`src/rtl/pipe_stage_elastic.sv`:
```
// pipe_stage_elastic: valid/ready pipeline register with a 2-entry skid buffer and registered in_ready.
// Define PIPE_STAGE_PERF_EN to build the saturating stall/bubble performance counters.
module pipe_stage_elastic #(
  parameter int                 DATA_W  = 32,
  parameter logic [DATA_W-1:0]  RST_VAL = '0,
  parameter int                 CNT_W   = 32
) (
  input  logic              clk,
  input  logic              rst,
  input  logic              flush,
  input  logic              in_valid,
  output logic              in_ready,
  input  logic [DATA_W-1:0] in_data,
  output logic              out_valid,
  input  logic              out_ready,
  output logic [DATA_W-1:0] out_data,
  output logic [CNT_W-1:0]  stall_cnt,
  output logic [CNT_W-1:0]  bubble_cnt
);
  typedef enum logic [1:0] {EMPTY = 2'b00, ONE = 2'b10, FULL = 2'b11} state_t;
  state_t state, state_n;
  logic [DATA_W-1:0] main_d, skid_d;
  logic in_fire, out_fire, ld_main, ld_skid, from_skid;
  assign in_ready  = ~state[0];
  assign out_valid = state[1];
  assign out_data  = main_d;
  assign in_fire   = in_valid & in_ready;
  assign out_fire  = out_valid & out_ready;
  always_comb begin
    state_n   = state;
    ld_main   = 1'b0;
    ld_skid   = 1'b0;
    from_skid = 1'b0;
    case (state)
      EMPTY: begin
        state_n = in_fire ? ONE : EMPTY;
        ld_main = in_fire;
      end
      ONE: begin
        state_n = in_fire ? (out_fire ? ONE : FULL) : (out_fire ? EMPTY : ONE);
        ld_main = in_fire & out_fire;
        ld_skid = in_fire & ~out_fire;
      end
      FULL: begin
        state_n   = out_fire ? ONE : FULL;
        ld_main   = out_fire;
        from_skid = 1'b1;
      end
      default: state_n = EMPTY;
    endcase
    // flush empties the stage but leaves payload registers untouched
    if (flush) begin
      state_n = EMPTY;
      ld_main = 1'b0;
      ld_skid = 1'b0;
    end
  end
  always_ff @(posedge clk or posedge rst) begin
    if (rst) begin
      state  <= EMPTY;
      main_d <= RST_VAL;
      skid_d <= RST_VAL;
    end else begin
      state <= state_n;
      if (ld_main) main_d <= from_skid ? skid_d : in_data;
      if (ld_skid) skid_d <= in_data;
    end
  end
`ifdef PIPE_STAGE_PERF_EN
  always_ff @(posedge clk or posedge rst) begin
    if (rst) begin
      stall_cnt  <= '0;
      bubble_cnt <= '0;
    end else begin
      if (out_valid & ~out_ready & ~&stall_cnt) stall_cnt <= stall_cnt + 1'b1;
      if (~out_valid & ~&bubble_cnt) bubble_cnt <= bubble_cnt + 1'b1;
    end
  end
`else
  assign stall_cnt  = '0;
  assign bubble_cnt = '0;
`endif
endmodule

```
`config.mk`:
```
export PLATFORM = sky130hd
export DESIGN_NAME = pipe_stage_elastic
export DESIGN_NICKNAME = d
export VERILOG_FILES = /design/src/rtl/pipe_stage_elastic.sv
export SDC_FILE = /design/constraint.sdc
export NUM_CORES = 1
export LEC_CHECK = 0
export ABC_AREA = 0
export ABC_CLOCK_PERIOD_IN_PS = 4300
export CAP_MARGIN = 20
export CORE_MARGIN = 1
export CORE_UTILIZATION = 41
export DETAILED_ROUTE_END_ITERATION = 8
export GPL_ROUTABILITY_DRIVEN = 0
export PLACE_DENSITY = 0.77
export SLEW_MARGIN = 20
export SYNTH_ARGS = -nofsm -noshare
export SYNTH_HDL_FRONTEND = slang
export SYNTH_SLANG_ARGS = --single-unit
```
`constraint.sdc`:
```
create_clock -name clk -period 4.3 [get_ports clk]
set_input_delay 0.645 -clock clk [delete_from_list [all_inputs] [get_ports clk]]
set_output_delay 0.645 -clock clk [all_outputs]
set_load 0.01 [all_outputs]
```
==> reports/results.tsv, run 1 <==
stage	metric	value	unit
sta	share_of_the_clock_period_used_by_the_worst_path	0.613	
floorplanning	io_pins	135	
sta	final.setup.tns	0	ns
layout	commonest_non_fill_non_tap_cell_in_the_layout	sky130_fd_sc_hd__mux2_2	
synthesis	synthesized_area_per_cell	13.4	µm²
synthesis	main_combinational_cell_family_by_area_after_synthesis	multiplexers	
layout	mostFrequentLayoutCells	sky130_fd_sc_hd__mux2_2 (94), sky130_fd_sc_hd__clkdlybuf4s50_1 (70), sky130_fd_sc_hd__dfrtp_1 (66), sky130_fd_sc_hd__conb_1 (64), sky130_fd_sc_hd__clkbuf_8 (13)	
power_and_ir_drop	leakagePower	1.82	nW
placement	io_buffer_count	70	
sta	final-setup-viol-count	0	
power_and_ir_drop	max-vdd-ir-drop	0.215	mV
cts	clock_path_buffers	2	
sta	final.min_clock_period	2.63	ns
min_path	hold_path.class	register to register	
synthesis	synthTopCellsByArea	sky130_fd_sc_hd__dfrtp_1 (49%), sky130_fd_sc_hd__mux2_2 (32%), sky130_fd_sc_hd__buf_4 (15%), sky130_fd_sc_hd__buf_2 (0.90%), sky130_fd_sc_hd__mux2_1 (0.67%)	
power_and_ir_drop	net-switching-power	0.434	mW
power_and_ir_drop	internal_dissipation	1.27	mW
sta	fmax	0.380	GHz
sta	tightest_slew	0.812	ns
floorplanning	horiz_die_dim	92.4	µm
power_and_ir_drop	power.share.sequential	0.486	
power_and_ir_drop	power_frac_comb	0.228	
synthesis	synth-seq-area-share	0.493	
floorplanning	height_of_the_die	92.4	µm
synthesis	synth.area.mux_share	0.323	
sta	setup_repair_after_global_routing_missed_its_margin	false	
detailed_routing	drt_iter0_markers	48	
synthesis	postSynthCellCount	249	
cts	cts_sinks	66	
sta	hold_viol_final	0	
run	max_cap_viol_count	0	
detailed_routing	drc_errors	0	
layout	nFillCells	694	
cts	cts_setup_buffers	0	
synthesis	post_synth_instance_area	0.00335	mm²
detailed_routing	vias	1892	
layout	finalCoreUtilization	0.526	
layout	areaGrowthSynthToFinish	22.8	%
global_route	grt_max_degree	41	
synthesis	share_of_the_synthesized_area_in_the_top_cell_type	0.493	
setup_path	timing.setup.critical_path_class	input pin to register	
synthesis	post_synth_xor_area_fraction	0	
power_and_ir_drop	netSwitchingFraction	0.255	
global_route	grtUsageTotal	0.143	
floorplanning	start_util	0.429	
cts	post_cts_hold_buffer_count	0	
layout	post_route_cells_drive_above_1_share	0.354	
power_and_ir_drop	clock_network_fraction_of_total_power	0.286	
layout	nets	361	
global_route	grt_pass1_wl	9270	µm
synthesis	yosysWarnings	0	
sta	finalWorstSetupSlack	1.67	ns
setup_path	critical_path.max_fanout	18	
cts	ctsHtreeMaxLevel	3	
power_and_ir_drop	power.density_cell_area	414	mW/mm²
synthesis	synth_compound_area_frac	0.00523	
floorplanning	area_of_the_core	0.00781	mm²
global_route	first_global_vias	1848	
power_and_ir_drop	power	1.70	mW
detailed_routing	detail-route-antenna-nets	0	
setup_path	r2r.worst_path.cells	4	
setup_path	cp_data_required_time	4.52	ns
global_route	initial_antenna_violation_count	0	
floorplanning	rows	32	
cts	cts_repair_resize_count	0	
outcome	run_status	complete, no violations	
cts	cts.reportedPaths.clkPinSlew	0.06	ns
setup_path	arrival_time_worst_endpoint	2.85	ns
synthesis	synth_simple_gate_area_share	0.0146	
sta	timing.max_slew.rel_slack	0.458	
cts	clockRootBuffer	sky130_fd_sc_hd__clkbuf_8	
placement	place_hpwl	3940	µm
cts	tritoncts	built	
detailed_routing	routed_wire_length_per_instance	13.3	µm
layout	num_antenna_cells	0	
detailed_routing	route.detailed.vias_per_inst	4.40	
global_route	gr_ovfl_total	0	
setup_path	start_kind	input pin	
synthesis	synth-adder-area-share	0	
synthesis	yosys.cell_types.count	16	
min_path	depth_of_the_worst_hold_timing_path	1	
placement	placement.setup.worst_slack	1.28	ns
setup_path	crit_path_end_kind	register	
cts	clock_insertion_delay_worst_skew	0.34	ns
detailed_routing	drt-pass1-iter-count	3	
sta	timing_max_transition_violations_final	0	
synthesis	largest_area_contributor_in_the_synthesized_netlist	sky130_fd_sc_hd__dfrtp_1	
floorplanning	dieArea	0.00853	mm²
sta	timing.clock.skew	0.00412	ns
synthesis	synth-seq-cells	66	
detailed_routing	wl	5720	µm
cts	cts_inserted_buffers	9	
worst max-delay path: stages:
cell	delay, ns
sky130_fd_sc_hd__clkdlybuf4s50_1	0.48
sky130_fd_sc_hd__o21bai_1	0.24
sky130_fd_sc_hd__nor3b_4	0.72
sky130_fd_sc_hd__buf_4	0.40
sky130_fd_sc_hd__mux2_2	0.37
per-layer routing:
layer  up-vias  wire [µm]  GRT usage
met1       925       2640      0.197
met3         7        412     0.0534
met2        88       2600      0.207
met4         0         70     0.0508
met5         -          0          0
li1        872          -          -
stage by stage:
step | cells | cell area [µm²] | hold WS [ns]
after CTS | 430 | 4110 | 0.500
after detailed placement | 415 | 3920 | 0.479
final | 430 | 4110 | 0.490
after floorplan | 312 | 3580 | 0.454
after global placement | 415 | 3920 | 0.466
after global routing | 430 | 4110 | 0.523
path summary, 6_finish.rpt:
| kind | startpoint | to | slack, ns |
|---|---|---|---|
| max in group asynchronous | rst | skid_d[8]$_DFFE_PP0P_ | 2.67 |
| worst max-delay path | flush | out_data[6]$_DFFE_PP0P_ | 1.67 |
| worst min register to register | skid_d[6]$_DFFE_PP0P_ | skid_d[6]$_DFFE_PP0P_ | 0.49 |
| min in group asynchronous | rst | skid_d[16]$_DFFE_PP0P_ | 0.78 |
| worst max register to register | state[1]$_DFF_PP0_ | out_data[6]$_DFFE_PP0P_ | 2.08 |
| worst min-delay path | skid_d[6]$_DFFE_PP0P_ | skid_d[6]$_DFFE_PP0P_ | 0.49 |
power groups by stage:
stage	Combinational, mW	Clock [mW]	Sequential [mW]
floorplan	0.228	0	0.847
global placement	0.382	0	0.833
detailed placement	0.391	0	0.839
CTS	0.392	0.501	0.829
global route	0.421	0.530	0.846
finish	0.387	0.487	0.827
area by class of cell:
class / instances / area (µm²) / share of cell area
tap: 102 / 128 / 0.0311
clock inverter: 2 / 10.0 / 0.00244
clock buffer: 13 / 179 / 0.0435
sequential: 66 / 1650 / 0.402
timing repair buffer: 74 / 731 / 0.178
inverter: 3 / 11.3 / 0.00274
multi-input combinational: 170 / 1400 / 0.341
cell usage after synthesis, drive strengths merged:
cell    count
o21ai       1
nand2b      2
dfrtp      66
buf        73
inv         3
nor3b       1
conb        1
a21oi       1
o21bai      1
nor2        1
nand2       1
mux2       96
nor3        1
nor2b       1
registers in the layout (all words and copies together) (netlist names):
register and flops:
out_data 32, skid_d 32, state 2
kinds of logic after synthesis:
group / count (synthesis)
AND/OR/NAND/NOR: 7
multiplexers: 96
flip-flops: 66
other: 1
AO/OA/AOI/OAI: 3
buffers and inverters: 76
Power figures use the tool's default switching activity.
==> run 2, diff against run 1 <==
--- a/config.mk
+++ b/config.mk
@@ -6,7 +6,7 @@
 export NUM_CORES = 1
 export LEC_CHECK = 0
 export ABC_AREA = 0
-export ABC_CLOCK_PERIOD_IN_PS = 4300
+export ABC_CLOCK_PERIOD_IN_PS = 2600
 export CAP_MARGIN = 20
 export CORE_MARGIN = 1
 export CORE_UTILIZATION = 41
==> constraint.sdc (replaced) <==
create_clock -name clk -period 2.6 [get_ports clk]
set_input_delay 0.39 -clock clk [delete_from_list [all_inputs] [get_ports clk]]
set_output_delay 0.39 -clock clk [all_outputs]
set_load 0.01 [all_outputs]
==> run 2 against run 1 <==
Core utilization is 1.1 points higher. Combinational power is 68% higher. Hold slack worse by 0.0061 ns. Clock power is 98% higher. Via count is 1.5% higher. Clock skew is 0.0034 ns higher. Die area stayed put. Sequential power is 64% higher. Register-to-register slack worse by 1.2 ns. Final cell count is 0.93% higher. Worst setup slack worse by 0.96 ns. Highest routed layer unchanged. Critical path depth stayed put.
==> reports/results.tsv, run 2 (synthesis results as in run 1) <==
stage	metric	value	unit	change
outcome	run_status	complete, no violations		
power_and_ir_drop	power_frac_comb	0.219		-0.009
layout	finalCoreUtilization	0.538		+0.0111
detailed_routing	drt_iter0_markers	66		+38%
detailed_routing	wl	5610	µm	-1.9%
global_route	initial_antenna_violation_count	0		unchanged
setup_path	arrival_time_worst_endpoint	2.11	ns	-0.74 ns
setup_path	cp_data_required_time	2.82	ns	-1.70 ns
floorplanning	horiz_die_dim	92.4	µm	unchanged
detailed_routing	routed_wire_length_per_instance	12.9	µm	-2.8%
layout	commonest_non_fill_non_tap_cell_in_the_layout	sky130_fd_sc_hd__mux2_2		
sta	hold_viol_final	0		unchanged
global_route	gr_ovfl_total	0		unchanged
sta	finalWorstSetupSlack	0.709	ns	-0.956 ns
cts	clock_insertion_delay_worst_skew	0.34	ns	about the same
floorplanning	rows	32		unchanged
layout	num_antenna_cells	0		unchanged
power_and_ir_drop	leakagePower	1.84	nW	+1.2%
floorplanning	height_of_the_die	92.4	µm	unchanged
power_and_ir_drop	clock_network_fraction_of_total_power	0.324		+0.038
sta	timing_max_transition_violations_final	0		unchanged
cts	ctsHtreeMaxLevel	3		unchanged
sta	final-setup-viol-count	0		unchanged
sta	fmax	0.529	GHz	
cts	cts_repair_resize_count	0		unchanged
floorplanning	dieArea	0.00853	mm²	unchanged
layout	areaGrowthSynthToFinish	25.4	%	
floorplanning	start_util	0.429		unchanged
floorplanning	io_pins	135		unchanged
detailed_routing	vias	1920		+1.5%
layout	nets	364		+0.83%
setup_path	critical_path.max_fanout	11		-7
detailed_routing	drt-pass1-iter-count	3		unchanged
sta	timing.clock.skew	0.00757	ns	+0.00344 ns
sta	share_of_the_clock_period_used_by_the_worst_path	0.727		
detailed_routing	detail-route-antenna-nets	0		unchanged
setup_path	timing.setup.critical_path_class	input pin to register		
sta	final.setup.tns	0	ns	unchanged
cts	cts_sinks	66		unchanged
power_and_ir_drop	power.share.sequential	0.457		-0.029
setup_path	crit_path_end_kind	register		
cts	post_cts_hold_buffer_count	0		unchanged
detailed_routing	route.detailed.vias_per_inst	4.42		+0.54%
power_and_ir_drop	power.density_cell_area	709	mW/mm²	+71%
floorplanning	area_of_the_core	0.00781	mm²	unchanged
cts	cts_inserted_buffers	9		unchanged
placement	place_hpwl	3930	µm	-0.42%
global_route	grt_max_degree	34		-17%
setup_path	start_kind	input pin		
cts	tritoncts	built		
power_and_ir_drop	internal_dissipation	2.22	mW	+76%
cts	clockRootBuffer	sky130_fd_sc_hd__clkbuf_8		
sta	finalHoldWorstSlack	0.484	ns	-0.00606 ns
global_route	first_global_vias	1887		+2.1%
sta	setup_repair_after_global_routing_missed_its_margin	false		
placement	io_buffer_count	70		unchanged
power_and_ir_drop	netSwitchingFraction	0.253		-0.00200
global_route	grtUsageTotal	0.140		-0.00294
sta	final.min_clock_period	1.89	ns	
sta	tightest_slew	0.713	ns	-0.0997 ns
global_route	grt_pass1_wl	9050	µm	-2.4%
cts	clock_path_buffers	2		unchanged
cts	cts_setup_buffers	0		unchanged
sta	timing.max_slew.rel_slack	0.524		+0.0663
layout	post_route_cells_drive_above_1_share	0.361		+0.00779
min_path	hold_path.class	input pin to asynchronous set/reset pin		
cts	cts.reportedPaths.clkPinSlew	0.08	ns	+0.02 ns
placement	placement.setup.worst_slack	0.336	ns	-0.949 ns
power_and_ir_drop	max-vdd-ir-drop	0.404	mV	+88%
layout	mostFrequentLayoutCells	sky130_fd_sc_hd__mux2_2 (94), sky130_fd_sc_hd__clkdlybuf4s50_1 (70), sky130_fd_sc_hd__dfrtp_1 (66), sky130_fd_sc_hd__conb_1 (64), sky130_fd_sc_hd__clkbuf_8 (10)		
detailed_routing	drc_errors	0		unchanged
run	max_cap_viol_count	0		unchanged
power_and_ir_drop	net-switching-power	0.753	mW	+74%
[run 2: cell types whose count changed in the layout (fill, tap and decap cells not counted)]
cell                         delta
sky130_fd_sc_hd__buf_4          +1
sky130_fd_sc_hd__bufinv_16      +2
sky130_fd_sc_hd__clkbuf_8       -3
sky130_fd_sc_hd__clkinv_2       -2
sky130_fd_sc_hd__buf_12         +2
sky130_fd_sc_hd__clkinvlp_4     +4
[run 2: path summary, 6_finish.rpt]
check                                      startpoint                  endpoint  slack [ns]  depth (start not counted)
worst max-delay path                            flush   out_data[3]$_DFFE_PP0P_        0.71                          5
worst min-delay path                              rst    skid_d[21]$_DFFE_PP0P_        0.48                          2
worst max register to register     state[1]$_DFF_PP0_   out_data[3]$_DFFE_PP0P_        0.86                          4
worst min register to register  skid_d[5]$_DFFE_PP0P_     skid_d[5]$_DFFE_PP0P_        0.49                          1
max in group asynchronous                         rst  out_data[16]$_DFFE_PP0P_        1.50                          3
min in group clk                skid_d[5]$_DFFE_PP0P_     skid_d[5]$_DFFE_PP0P_        0.49                          1
[run 2: layer usage]
metal | wire length (µm) | up-vias | share of wire | GRT usage
met4 | 99 | 0 | 0.018 | 0.0625
met2 | 2540 | 87 | 0.45 | 0.213
met1 | 2550 | 943 | 0.45 | 0.180
li1 | - | 881 | - | -
met5 | 0 | - | 0 | 0
met3 | 424 | 9 | 0.076 | 0.0501
[run 2: power groups by stage]
stage / combinational [mW] / clock [mW] / sequential, mW
3_5_place_dp: 0.657 / 0 / 1.38
5_1_grt: 0.703 / 1.04 / 1.39
3_3_place_gp: 0.641 / 0 / 1.37
2_1_floorplan: 0.378 / 0 / 1.40
6_report: 0.651 / 0.966 / 1.36
4_1_cts: 0.659 / 0.989 / 1.36
[run 2: area by class of cell]
cell class                      instances  area [µm²]
Timing Repair Buffer                   77         778
Inverter                                3        11.3
Clock inverter                          6        90.1
Sequential cell                        66        1650
Multi-Input combinational cell        170        1400
Tap cell                              102         128
Clock buffer                           10         138
Fill cell                             659        3610
[run 2: through the flow]
step	instances	instance area [µm²]	total power, mW
finish	434	4200	2.98
global route	434	4200	3.13
CTS	434	4200	3.01
detailed placement	418	3970	2.04
global placement	418	3970	2.01
floorplan	312	3580	1.78
[run 2: critical path, stage by stage]
cell and delay (ns):
sky130_fd_sc_hd__clkdlybuf4s50_1 0.47, sky130_fd_sc_hd__o21bai_1 0.23, sky130_fd_sc_hd__nor3b_4 0.38, sky130_fd_sc_hd__buf_4 0.28, sky130_fd_sc_hd__mux2_2 0.36
==> run 3, diff against run 2 <==
--- a/config.mk
+++ b/config.mk
@@ -6,13 +6,13 @@
 export NUM_CORES = 1
 export LEC_CHECK = 0
 export ABC_AREA = 0
-export ABC_CLOCK_PERIOD_IN_PS = 2600
+export ABC_CLOCK_PERIOD_IN_PS = 1600
 export CAP_MARGIN = 20
 export CORE_MARGIN = 1
-export CORE_UTILIZATION = 41
+export CORE_UTILIZATION = 39
 export DETAILED_ROUTE_END_ITERATION = 8
 export GPL_ROUTABILITY_DRIVEN = 0
-export PLACE_DENSITY = 0.77
+export PLACE_DENSITY = 0.76
 export SLEW_MARGIN = 20
 export SYNTH_ARGS = -nofsm -noshare
 export SYNTH_HDL_FRONTEND = slang
==> constraint.sdc (replaced) <==
create_clock -name clk -period 1.6 [get_ports clk]
set_input_delay 0.24 -clock clk [delete_from_list [all_inputs] [get_ports clk]]
set_output_delay 0.24 -clock clk [all_outputs]
set_load 0.01 [all_outputs]
==> run 3 against run 2 <==
Clock skew is essentially flat. Wire length rose by 13%. Critical endpoint is now out_data[20]$_DFFE_PP0P_. Via count grew 3.3%. Flip-flop and latch count unchanged.
==> reports/results.tsv, run 3 (synthesis results as in run 1) <==
stage	metric	value	unit	change
power_and_ir_drop	clock_network_fraction_of_total_power	0.266		-0.058
floorplanning	io_pins	135		unchanged
setup_path	reg2reg_slack	0.03	ns	-0.83 ns
sta	timing_max_transition_violations_final	0		unchanged
floorplanning	dieArea	0.00896	mm²	+5.0%
cts	clock_path_buffers	2		unchanged
global_route	grt_pass1_wl	9760	µm	+7.9%
sta	fmax	0.628	GHz	
global_route	global_route.usage.met3	0.0491		-0.000968
placement	io_buffer_count	70		unchanged
cts	tritoncts	built		
min_path	hold_path.class	input pin to asynchronous set/reset pin		
power_and_ir_drop	power.share.sequential	0.490		+0.033
floorplanning	rows	33		+3.1%
floorplanning	area_of_the_core	0.00826	mm²	+5.8%
global_route	grt_max_degree	39		+15%
setup_path	critical_path.max_fanout	10		-1
detailed_routing	drc_errors	0		unchanged
global_route	globalRoute.busiestLayer	met2		
floorplanning	height_of_the_die	94.6	µm	+2.5%
layout	instances_no_fill	445		+2.5%
power_and_ir_drop	leakagePower	1.90	nW	+3.3%
floorplanning	horiz_die_dim	94.6	µm	+2.5%
layout	areaGrowthSynthToFinish	29.0	%	
power_and_ir_drop	max-vdd-ir-drop	0.623	mV	+54%
layout	num_antenna_cells	0		unchanged
power_and_ir_drop	netSwitchingFraction	0.264		+0.0110
detailed_routing	route.detailed.vias_per_inst	4.46		+0.73%
setup_path	critical_path.reg2reg.endpoint	out_data[20]$_DFFE_PP0P_		
layout	nets	372		+2.2%
setup_path	start_kind	input pin		
setup_path	r2r.worst_path.cells	6		+2
setup_path	cp_data_required_time	1.81	ns	-1.01 ns
global_route	first_global_vias	1996		+5.8%
detailed_routing	detail-route-antenna-nets	0		unchanged
setup_path	timing.setup.critical_path_class	input pin to register		
outcome	run_status	complete, no violations		
detailed_routing	vias	1983		+3.3%
global_route	groute.layer.met1.usage	0.171		-0.00913
cts	ctsHtreeMaxLevel	3		unchanged
cts	post_cts_hold_buffer_count	0		unchanged
cts	clock_insertion_delay_worst_skew	0.33	ns	about the same
placement	place_hpwl	4080	µm	+3.8%
detailed_routing	drt_iter0_markers	56		-15%
global_route	grtUsageTotal	0.145		+0.00462
setup_path	arrival_time_worst_endpoint	1.80	ns	-0.31 ns
power_and_ir_drop	power.density_cell_area	1050	mW/mm²	+47%
sta	final-setup-viol-count	0		unchanged
cts	cts.reportedPaths.clkPinSlew	0.07	ns	about the same
power_and_ir_drop	net-switching-power	1.19	mW	+58%
sta	hold_viol_final	0		unchanged
layout	post_route_cells_drive_above_1_share	0.379		+0.0180
sta	final.setup.tns	0	ns	unchanged
layout	mostFrequentLayoutCells	sky130_fd_sc_hd__mux2_2 (94), sky130_fd_sc_hd__clkdlybuf4s50_1 (68), sky130_fd_sc_hd__dfrtp_1 (65), sky130_fd_sc_hd__conb_1 (64), sky130_fd_sc_hd__clkbuf_8 (10)		
cts	cts_inserted_buffers	9		unchanged
detailed_routing	wl	6330	µm	+13%
layout	commonest_non_fill_non_tap_cell_in_the_layout	sky130_fd_sc_hd__mux2_2		
run	max_cap_viol_count	0		unchanged
sta	final.min_clock_period	1.59	ns	
cts	cts_sinks	66		unchanged
global_route	initial_antenna_violation_count	0		unchanged
placement	placed_cells	423		+1.2%
cts	clockRootBuffer	sky130_fd_sc_hd__clkbuf_8		
setup_path	crit_path_end_kind	register		
global_route	gr_ovfl_total	0		unchanged
global_route	met2_usage	0.241		+0.0280
floorplanning	start_util	0.405		-0.0234
sta	timing.clock.skew	0.00783	ns	+0.000263 ns
power_and_ir_drop	internal_dissipation	3.32	mW	+49%
detailed_routing	routed_wire_length_per_instance	14.2	µm	+10%
detailed_routing	drt-pass1-iter-count	4		+1
power_and_ir_drop	power_frac_comb	0.243		+0.024
sta	share_of_the_clock_period_used_by_the_worst_path	0.995		
setup_path	crit-reg2reg-launch	state[1]$_DFF_PP0_		
[run 3: power groups by stage]
stage                     combinational, mW  sequential (mW)  clock [mW]
after floorplan                       0.614             2.28           0
after global placement                 1.05             2.23           0
after detailed placement               1.08             2.24           0
after CTS                              1.08             2.22        1.23
after global routing                   1.19             2.27        1.32
final                                  1.10             2.21        1.20
[run 3: worst max-delay path, cell delays in order]
cell	delay (ns)
sky130_fd_sc_hd__clkdlybuf4s50_1	0.51
sky130_fd_sc_hd__nand2b_2	0.19
sky130_fd_sc_hd__nor3b_4	0.23
sky130_fd_sc_hd__buf_12	0.15
sky130_fd_sc_hd__clkbuf_16	0.16
sky130_fd_sc_hd__mux2_2	0.33
[run 3: timing repair]
action                                  CTS  global route
gates cloned                              0             3
resized for setup                         3             7
pin swaps                                 0             1
setup buffers                             0             3
endpoints found under the setup margin   14            60
[run 3: layout make-up]
cell class,instances,area (µm²)
clock buffers,13,149
repair buffers,85,937
clock inverters,3,15.0
well taps,105,131
flip-flops and latches,66,1650
inverters,3,15.0
fillers,716,3940
multi-input cells,170,1420
[run 3: worst max-delay path by stage]
stage / startpoint / endpoint / cells past startpoint
finish: out_ready / out_data[20]$_DFFE_PP0P_ / 6
floorplan: state[1]$_DFF_PP0_ / out_data[0]$_DFFE_PP0P_ / 4
detailed placement: out_ready / out_data[23]$_DFFE_PP0P_ / 5
CTS: out_ready / out_data[14]$_DFFE_PP0P_ / 5
global placement: out_ready / out_data[6]$_DFFE_PP0P_ / 5
global route: out_ready / out_data[28]$_DFFE_PP0P_ / 6
[run 3: per-layer routing]
layer  routed length, µm  up-vias
li1                    -      892
met1                2650      988
met2                3120       96
met3                 494        7
met4                  68        0
met5                   0        -
[run 3: through the flow]
| stage | utilization | hold WS [ns] | area (µm²) | worst slack (ns) | total power, mW |
|---|---|---|---|---|---|
| global route | 0.523 | 0.217 | 4320 | -0.0154 | 4.78 |
| global placement | 0.488 | 0.465 | 4030 | -0.325 | 3.28 |
| CTS | 0.508 | 0.184 | 4190 | 0.0149 | 4.54 |
| detailed placement | 0.488 | 0.475 | 4030 | -0.375 | 3.32 |
| finish | 0.523 | 0.194 | 4320 | 0.00813 | 4.52 |
| floorplan | - | 0.303 | 3590 | 0.0838 | 2.89 |
